--- src/rtl/freelist_rls_queue.sv ---
// Release queue between commit and the freelist: compacts up to four freed physical
// indices per cycle into a circular buffer and returns up to four per cycle when the freelist is idle.
module freelist_rls_queue #(
    parameter int DEPTH = 16,
    parameter int PW    = 6
) (
    input  logic                     clock,
    input  logic                     reset,
    input  logic                     io_in_vld_0,
    input  logic                     io_in_vld_1,
    input  logic                     io_in_vld_2,
    input  logic                     io_in_vld_3,
    input  logic [PW-1:0]            io_in_pidx_0,
    input  logic [PW-1:0]            io_in_pidx_1,
    input  logic [PW-1:0]            io_in_pidx_2,
    input  logic [PW-1:0]            io_in_pidx_3,
    output logic                     io_in_rdy,
    input  logic                     io_busy,
    output logic                     io_rls_0,
    output logic                     io_rls_1,
    output logic                     io_rls_2,
    output logic                     io_rls_3,
    output logic [PW-1:0]            io_rls_pidx_0,
    output logic [PW-1:0]            io_rls_pidx_1,
    output logic [PW-1:0]            io_rls_pidx_2,
    output logic [PW-1:0]            io_rls_pidx_3,
    output logic [$clog2(DEPTH):0]   io_count,
    output logic                     io_empty
);

    localparam int AW = $clog2(DEPTH);
    localparam logic [AW:0] RDY_MAX = (AW+1)'(DEPTH - 4);

    logic [PW-1:0] mem [DEPTH];
    logic [AW-1:0] head, tail;
    logic [AW:0]   count;

    logic [3:0]    in_vld;
    logic [PW-1:0] in_pidx [4];
    logic [3:0]    keep;
    logic [2:0]    off [4];
    logic [2:0]    n_enq, n_deq, n_enq_eff, n_deq_eff;
    logic          enq, deq;
    logic [3:0]    lane_rel;
    logic [PW-1:0] rd_pidx [4];

    logic [3:0]    rls_q;
    logic [PW-1:0] rls_pidx_q [4];

    assign in_vld     = {io_in_vld_3, io_in_vld_2, io_in_vld_1, io_in_vld_0};
    assign in_pidx[0] = io_in_pidx_0;
    assign in_pidx[1] = io_in_pidx_1;
    assign in_pidx[2] = io_in_pidx_2;
    assign in_pidx[3] = io_in_pidx_3;

    // Whole groups only: room for four guarantees any group fits, so no partial accept.
    assign io_in_rdy = (count <= RDY_MAX);
    assign enq       = io_in_rdy;
    assign deq       = !io_busy && (count != '0);

    // NOTE: every always_comb output gets a default before any branch, so no latch is inferred.
    always_comb begin
        keep   = '0;
        off[0] = 3'd0;
        for (int i = 0; i < 4; i++) begin
            keep[i] = in_vld[i] && (in_pidx[i] != '0);
        end
        for (int i = 1; i < 4; i++) begin
            off[i] = off[i-1] + {2'b00, keep[i-1]};
        end
        n_enq = off[3] + {2'b00, keep[3]};
    end

    // Dequeue size is taken from the pre-enqueue count, so new entries never bypass.
    always_comb begin
        n_deq    = (count >= (AW+1)'(4)) ? 3'd4 : count[2:0];
        lane_rel = '0;
        for (int i = 0; i < 4; i++) begin
            lane_rel[i] = deq && (3'(i) < n_deq);
            rd_pidx[i]  = mem[head + AW'(i)];
        end
    end

    assign n_enq_eff = enq ? n_enq : 3'd0;
    assign n_deq_eff = deq ? n_deq : 3'd0;

    // NOTE: sequential state uses non-blocking assignments so every register samples pre-edge values.
    always_ff @(posedge clock or negedge reset) begin
        if (!reset) begin
            head  <= '0;
            tail  <= '0;
            count <= '0;
        end else begin
            head  <= head + AW'(n_deq_eff);
            tail  <= tail + AW'(n_enq_eff);
            count <= count + (AW+1)'(n_enq_eff) - (AW+1)'(n_deq_eff);
        end
    end

    // NOTE: storage has no reset; occupancy is tracked by count, so stale contents are never read.
    always_ff @(posedge clock) begin
        if (enq) begin
            for (int i = 0; i < 4; i++) begin
                if (keep[i]) begin
                    mem[tail + AW'(off[i])] <= in_pidx[i];
                end
            end
        end
    end

    // One-shot release strobes; unused lanes are driven to zero rather than holding.
    always_ff @(posedge clock or negedge reset) begin
        if (!reset) begin
            rls_q <= '0;
            for (int i = 0; i < 4; i++) begin
                rls_pidx_q[i] <= '0;
            end
        end else begin
            rls_q <= lane_rel;
            for (int i = 0; i < 4; i++) begin
                rls_pidx_q[i] <= lane_rel[i] ? rd_pidx[i] : '0;
            end
        end
    end

    assign io_rls_0      = rls_q[0];
    assign io_rls_1      = rls_q[1];
    assign io_rls_2      = rls_q[2];
    assign io_rls_3      = rls_q[3];
    assign io_rls_pidx_0 = rls_pidx_q[0];
    assign io_rls_pidx_1 = rls_pidx_q[1];
    assign io_rls_pidx_2 = rls_pidx_q[2];
    assign io_rls_pidx_3 = rls_pidx_q[3];
    assign io_count      = count;
    assign io_empty      = (count == '0);

endmodule

--- config.mk ---
export PLATFORM = sky130hd
export DESIGN_NAME = freelist_rls_queue
export DESIGN_NICKNAME = d
export VERILOG_FILES = /design/src/rtl/freelist_rls_queue.sv
export SDC_FILE = /design/constraint.sdc
export NUM_CORES = 1
export LEC_CHECK = 0
export ABC_AREA = 0
export CELL_PAD_IN_SITES_DETAIL_PLACEMENT = 2
export CELL_PAD_IN_SITES_GLOBAL_PLACEMENT = 2
export CORE_ASPECT_RATIO = 2
export CORE_MARGIN = 2
export CORE_UTILIZATION = 25
export CTS_CLUSTER_DIAMETER = 200
export CTS_CLUSTER_SIZE = 40
export DETAILED_ROUTE_END_ITERATION = 10
export GPL_ROUTABILITY_DRIVEN = 0
export PLACE_DENSITY = 0.62
export RECOVER_POWER = 50
export REMOVE_ABC_BUFFERS = 1
export SYNTH_ARGS = -nofsm -noshare
export SYNTH_HDL_FRONTEND = slang
export SYNTH_SLANG_ARGS = --single-unit
export TNS_END_PERCENT = 10
--- constraint.sdc ---
create_clock -name clock -period 6.55 [get_ports clock]
set_input_delay 1.31 -clock clock [delete_from_list [all_inputs] [get_ports clock]]
set_output_delay 1.31 -clock clock [all_outputs]
set_load 0.005 [all_outputs]
**Word level (Yosys, flattened, before mapping)**

Memories as Yosys holds them, arrays and structs flattened.
Cells that the tools add are included.

- Add/subtract/negate cells: 13
- Multipliers: 0
- Div/mod/pow operators: 0
- $lt $le $gt $ge: 6
- Equality and inequality tests: 0
- Shift operators: 0
- Multiplexer cells: 19
- Bitwise logic cells: 0
- Reduce and logical (&&, ||, !) cells: 16

Operator list:

| operator | number |
|---|---|
| 6-bit 2-to-1 mux | 4 |
| 6-bit nonzero test | 4 |
| 4-bit by 3-bit adder with 4-bit output | 3 |
| 1-bit 2-to-1 mux | 12 |
| 1-bit logical AND | 9 |
| 3-bit 2-to-1 mux | 3 |
| 4-bit by 2-bit adder with 4-bit output, second input constant | 2 |
| 1-bit by 3-bit < comparator with 1-bit output, first input constant | 2 |
| 2-bit by 3-bit < comparator with 1-bit output, first input constant | 2 |
| 5-bit by 3-bit adder with 5-bit output | 1 |
| 5-bit by 3-bit greater-or-equal comparator with 1-bit output, second input constant | 1 |
| 5-bit by 4-bit less-or-equal comparator with 1-bit output, second input constant | 1 |
| 5-bit zero test | 1 |
| 5-bit nonzero test | 1 |
| 5-bit by 3-bit subtractor with 5-bit output | 1 |
| 4-bit by 1-bit adder with 4-bit output | 1 |
| 4-bit by 1-bit adder with 4-bit output, second input constant | 1 |
| 4-bit by 2-bit adder with 4-bit output | 1 |
| 2-bit by 1-bit adder with 3-bit output | 1 |
| 3-bit by 1-bit adder with 3-bit output | 1 |
| 1-bit by 1-bit adder with 2-bit output | 1 |
| 1-bit zero test | 1 |

- Bits in registers: 41
- Latch bits: 0
- Memory bits (writable): 96
- ROM bits: 0
- Input port bits: 31
- Output and inout bits: 35
- Word-level logic and storage cells: 63
- Memories: 1

Memories:

| memory | words | width | read ports | clocked after memory_dff | wr ports | line | source |
|---|---|---|---|---|---|---|---|
| mem | 16 | 6 | 4 | 0 | 4 | 34 | `logic [PW-1:0] mem [DEPTH];` |

**Depth between registers and ports, before layout**

Gate-level depths: netlist of the first run.

- Word-level depth: 8
- Gate-level depth with buffers: 16
- Mapped depth without buffers: 14

**Worst setup path after synthesis of the first run**

No wires, ideal clock.

- Path kind: in2reg
- Start point: input port io_in_pidx_2[0]
- End point: memory mem[8][0], enable pin
- Library setup time: 0.316 ns
- Arrival: 5.238 ns
- Data required time: 6.234 ns
- Path slack: 0.995 ns
- Cell stages on the path: 15
- Buffers on the path: 3
- Path through: buf_2 or4_4 o31ai_4 inv_2 clkbuf_1 fa_1 ha_1 inv_1 fa_1 xor3_1 o211ai_1 nor3_1 and3_1 clkbuf_1 a211o_1

RTL lines:

| element | line | source |
|---|---|---|
| start, declared | 15 | `input logic [PW-1:0] io_in_pidx_2,` |
| end, declared | 34 |  |

==> results.toml, run 1 <==
[floorplan]
die_h_microns = 324.9
core_area_sq_um = 50940
fp.dieW_microns = 164.4
pin_count = 66
start_util_pct = 25.26
rows = 117
dieArea_sq_um = 53420

[yosys]
synth_fa_ha_area_share_pct = 4.123
yosysWarnings = 0
synth.distinct_cells = 68
synth_seq_cells = 137
synth_area_sq_um = 12870
synth_cells = 1182
synth_mux_area_share_pct = 21.41
synth-edff-count = 96
synth_top_family_by_area = "compound AO/OA/AOI/OAI gates"
synthXorXnorAreaFrac_pct = 1.176
synth.avg_cell_area_sq_um = 10.89
async_flop_share_pct = 29.93
yosys_most_used_dff = "edfxtp_1"
synth_compound_area_share_pct = 24.02
synthSimpleGateAreaFrac_pct = 13.06
synth-seq-area-share_pct = 30.37

[global_routing]
grt_usage_pct = 24.65
grt_first_pass_wirelength_mm = 93.55
grt_antenna_before_repair = 0
overflow = 0
grt_pass1_vias = 12620
grt_max_degree = 54

[drt]
detail_route.iter0.violations = 820
drc = 0
num_vias = 11890
ant_nets = 0
viasPerCell = 6.208
drt-pass1-iter-count = 5
wl_per_cell_microns = 33.71
wl_mm = 64.56

[timing]
worst_slew_pin_slew_ns = 2.443
rsz0062_at_grt = "false"
fmax_mhz = 166.2
clock_skew_ns = 0.01244
post-route-period-util_pct = 91.88
slew_viol_final = 144
min_period_ns = 6.018
finalHoldViolCount = 0
finalSetupViolCount = 0
holdWs_ns = 0.6691
relSlewSlack_pct = -62.84

[cts]
cts_resized = 0
h-tree-depth = 4
path_clk_slew_ns = 0.06
clk_latency_ns = 0.45
cts_buffers = 17
cts_tree = "built"
holdBufCountCts = 0
cts_sinks = 137
root_buffer = "clkbuf_16"
postCtsSetupBuffers = 0
clockBufferDepth = 2

[pwr]
leakagePower_nw = 5.257
powerDensity_nw_per_um2 = 496.0
power_mw = 7.562
vdd_drop_max_uv = 218.6

[final_layout]
diodes = 0
drive_above_1_share_pct = 22.20
syn2layout_area_growth_pct = 18.48
fin_nets = 1316

[worst_setup_path]
required_ns = 6.64
cp_data_arrival_time_ns = 6.11
path_class = "primary input to register"
crit_fanout = 16
cp-end-kind = "register"
start_kind = "primary input"

[hold_path]
hold_path_class = "register to register"

[placed_design]
port_buffers = 65
post-dp-hpwl_mm = 52.81

[flow_run]
cap_violations = 3

[status]
violations = "capacitance limit, slew limit"
outcome = "finished with violations"
==> layout by cell type, fill, tap and decap left out, types with 29 or more instances in the layout <==
cell type	count
mux4_2	108
buf_4	97
o31ai_1	96
edfxtp_1	96
a221oi_1	85
nor2_1	60
o211ai_1	53
inv_1	52
and2_1	49
nand4_1	48
a211oi_1	41
dfrtp_1	39
dlygate4sd3_1	36
mux2i_1	30
nor2b_1	29
==> routing by layer <==
layer / vias to the layer above / part of all wire (%) / routed length, microns / GRT usage [%]
met3: 210 / 3.4 / 2187 / 2.907
met4: 0 / 11 / 6959 / 21.46
met1: 6193 / 33 / 21090 / 24.07
met2: 439 / 53 / 34320 / 44.72
met5: - / 0 / 0 / 0
li1: 5047 / - / - / -
==> state kept, by name, indices dropped and copies added, names as in the netlist <==
register       flops
mem               96
io_rls_pidx_0      6
io_rls_pidx_2      6
io_count           5
rls_q              4
io_rls_pidx_3      6
head               4
tail               4
io_rls_pidx_1      6
==> cell type report <==
| class | count | area [sq um] |
|---|---|---|
| fill | 5506 | 35700 |
| multi-input combinational | 867 | 8272 |
| sequential | 137 | 3914 |
| timing repair buffer | 172 | 1493 |
| tap | 654 | 818.3 |
| clock buffer | 20 | 465.4 |
| inverter | 53 | 198.9 |
| clock inverter | 12 | 86.33 |
==> critical path: stages <==
cell           delay, ns
dlygate4sd3_1       0.76
or4_1               0.57
o31a_1              0.35
fa_1                0.70
ha_1                0.25
inv_1               0.07
fa_1                0.43
xor3_1              0.25
o2111ai_1           0.18
nor3_1              0.36
buf_12              0.22
o21ai_0             0.10
nand3_1             0.09
clkbuf_1            0.44
==> power breakdown <==
part           internal (mW)  switching, mW
registers               1.28          0.398
logic                   2.08           2.88
clock network          0.518          0.406
==> through the flow <==
stage	TNS (ns)	util, %	worst slack (ns)	area [sq um]	instances
3_3_place_gp	0	28.91	0.3482	14730	1883
4_1_cts	0	29.99	0.8290	15280	1915
5_1_grt	0	29.93	0.3864	15250	1915
3_5_place_dp	0	28.91	0.3676	14730	1883
2_1_floorplan	-257.66	-	-2.324	12320	1057
6_report	0	29.93	0.5317	15250	1915
==> final timing paths <==
check | end | slack (ns) | startpoint | cells after the start
hold reg to reg | tail[2]$_DFF_PN0_ | 0.67 | tail[2]$_DFF_PN0_ | 2
min in group asynchronous | head[0]$_DFF_PN0_ | 1.61 | reset | 1
setup reg to reg | io_rls_pidx_1[4]$_DFF_PN0_ | 1.36 | head[1]$_DFF_PN0_ | 6
hold / removal | tail[2]$_DFF_PN0_ | 0.67 | tail[2]$_DFF_PN0_ | 2
setup / recovery | mem[3][2]$_DFFE_PP_ | 0.53 | io_in_pidx_1[1] | 14
max in group asynchronous | head[0]$_DFF_PN0_ | 3.23 | reset | 1
==> cells in the mapped netlist, types with 14 or more instances <==
library cell    n  area share (%)
mux4_2        108              19
o31ai_1        97             5.7
edfxtp_1       96              22
a221oi_1       85             5.8
clkbuf_1       70             2.0
nor2_1         60             1.8
o211ai_1       53             3.1
inv_1          51             1.5
and2_1         50             2.4
nand4_1        48             2.3
a211oi_1       41             2.4
dfrtp_1        41             8.0
buf_2          37             1.4
mux2i_1        30             2.3
nor2b_1        29             1.4
ha_1           28             2.7
nand3_1        22            0.86
o2111ai_1      20             1.4
a31oi_1        14            0.68
==> kinds of logic after synthesis <==
logic type / count (synthesis)
and+or+nand+nor: 294
DFF: 137
xor gates and xnor gates: 14
AOI/OAI and AO/OA: 382
muxes: 140
buffers and inverters: 178
adders and majority gates: 37
Power figures use the tool's default switching activity.
==> run 2: changes to the inputs <==
Settings changed: ABC_AREA 0 to not set.
==> results of run 2 <==
Final layout, timing and power as in run 1 (identical DEF).
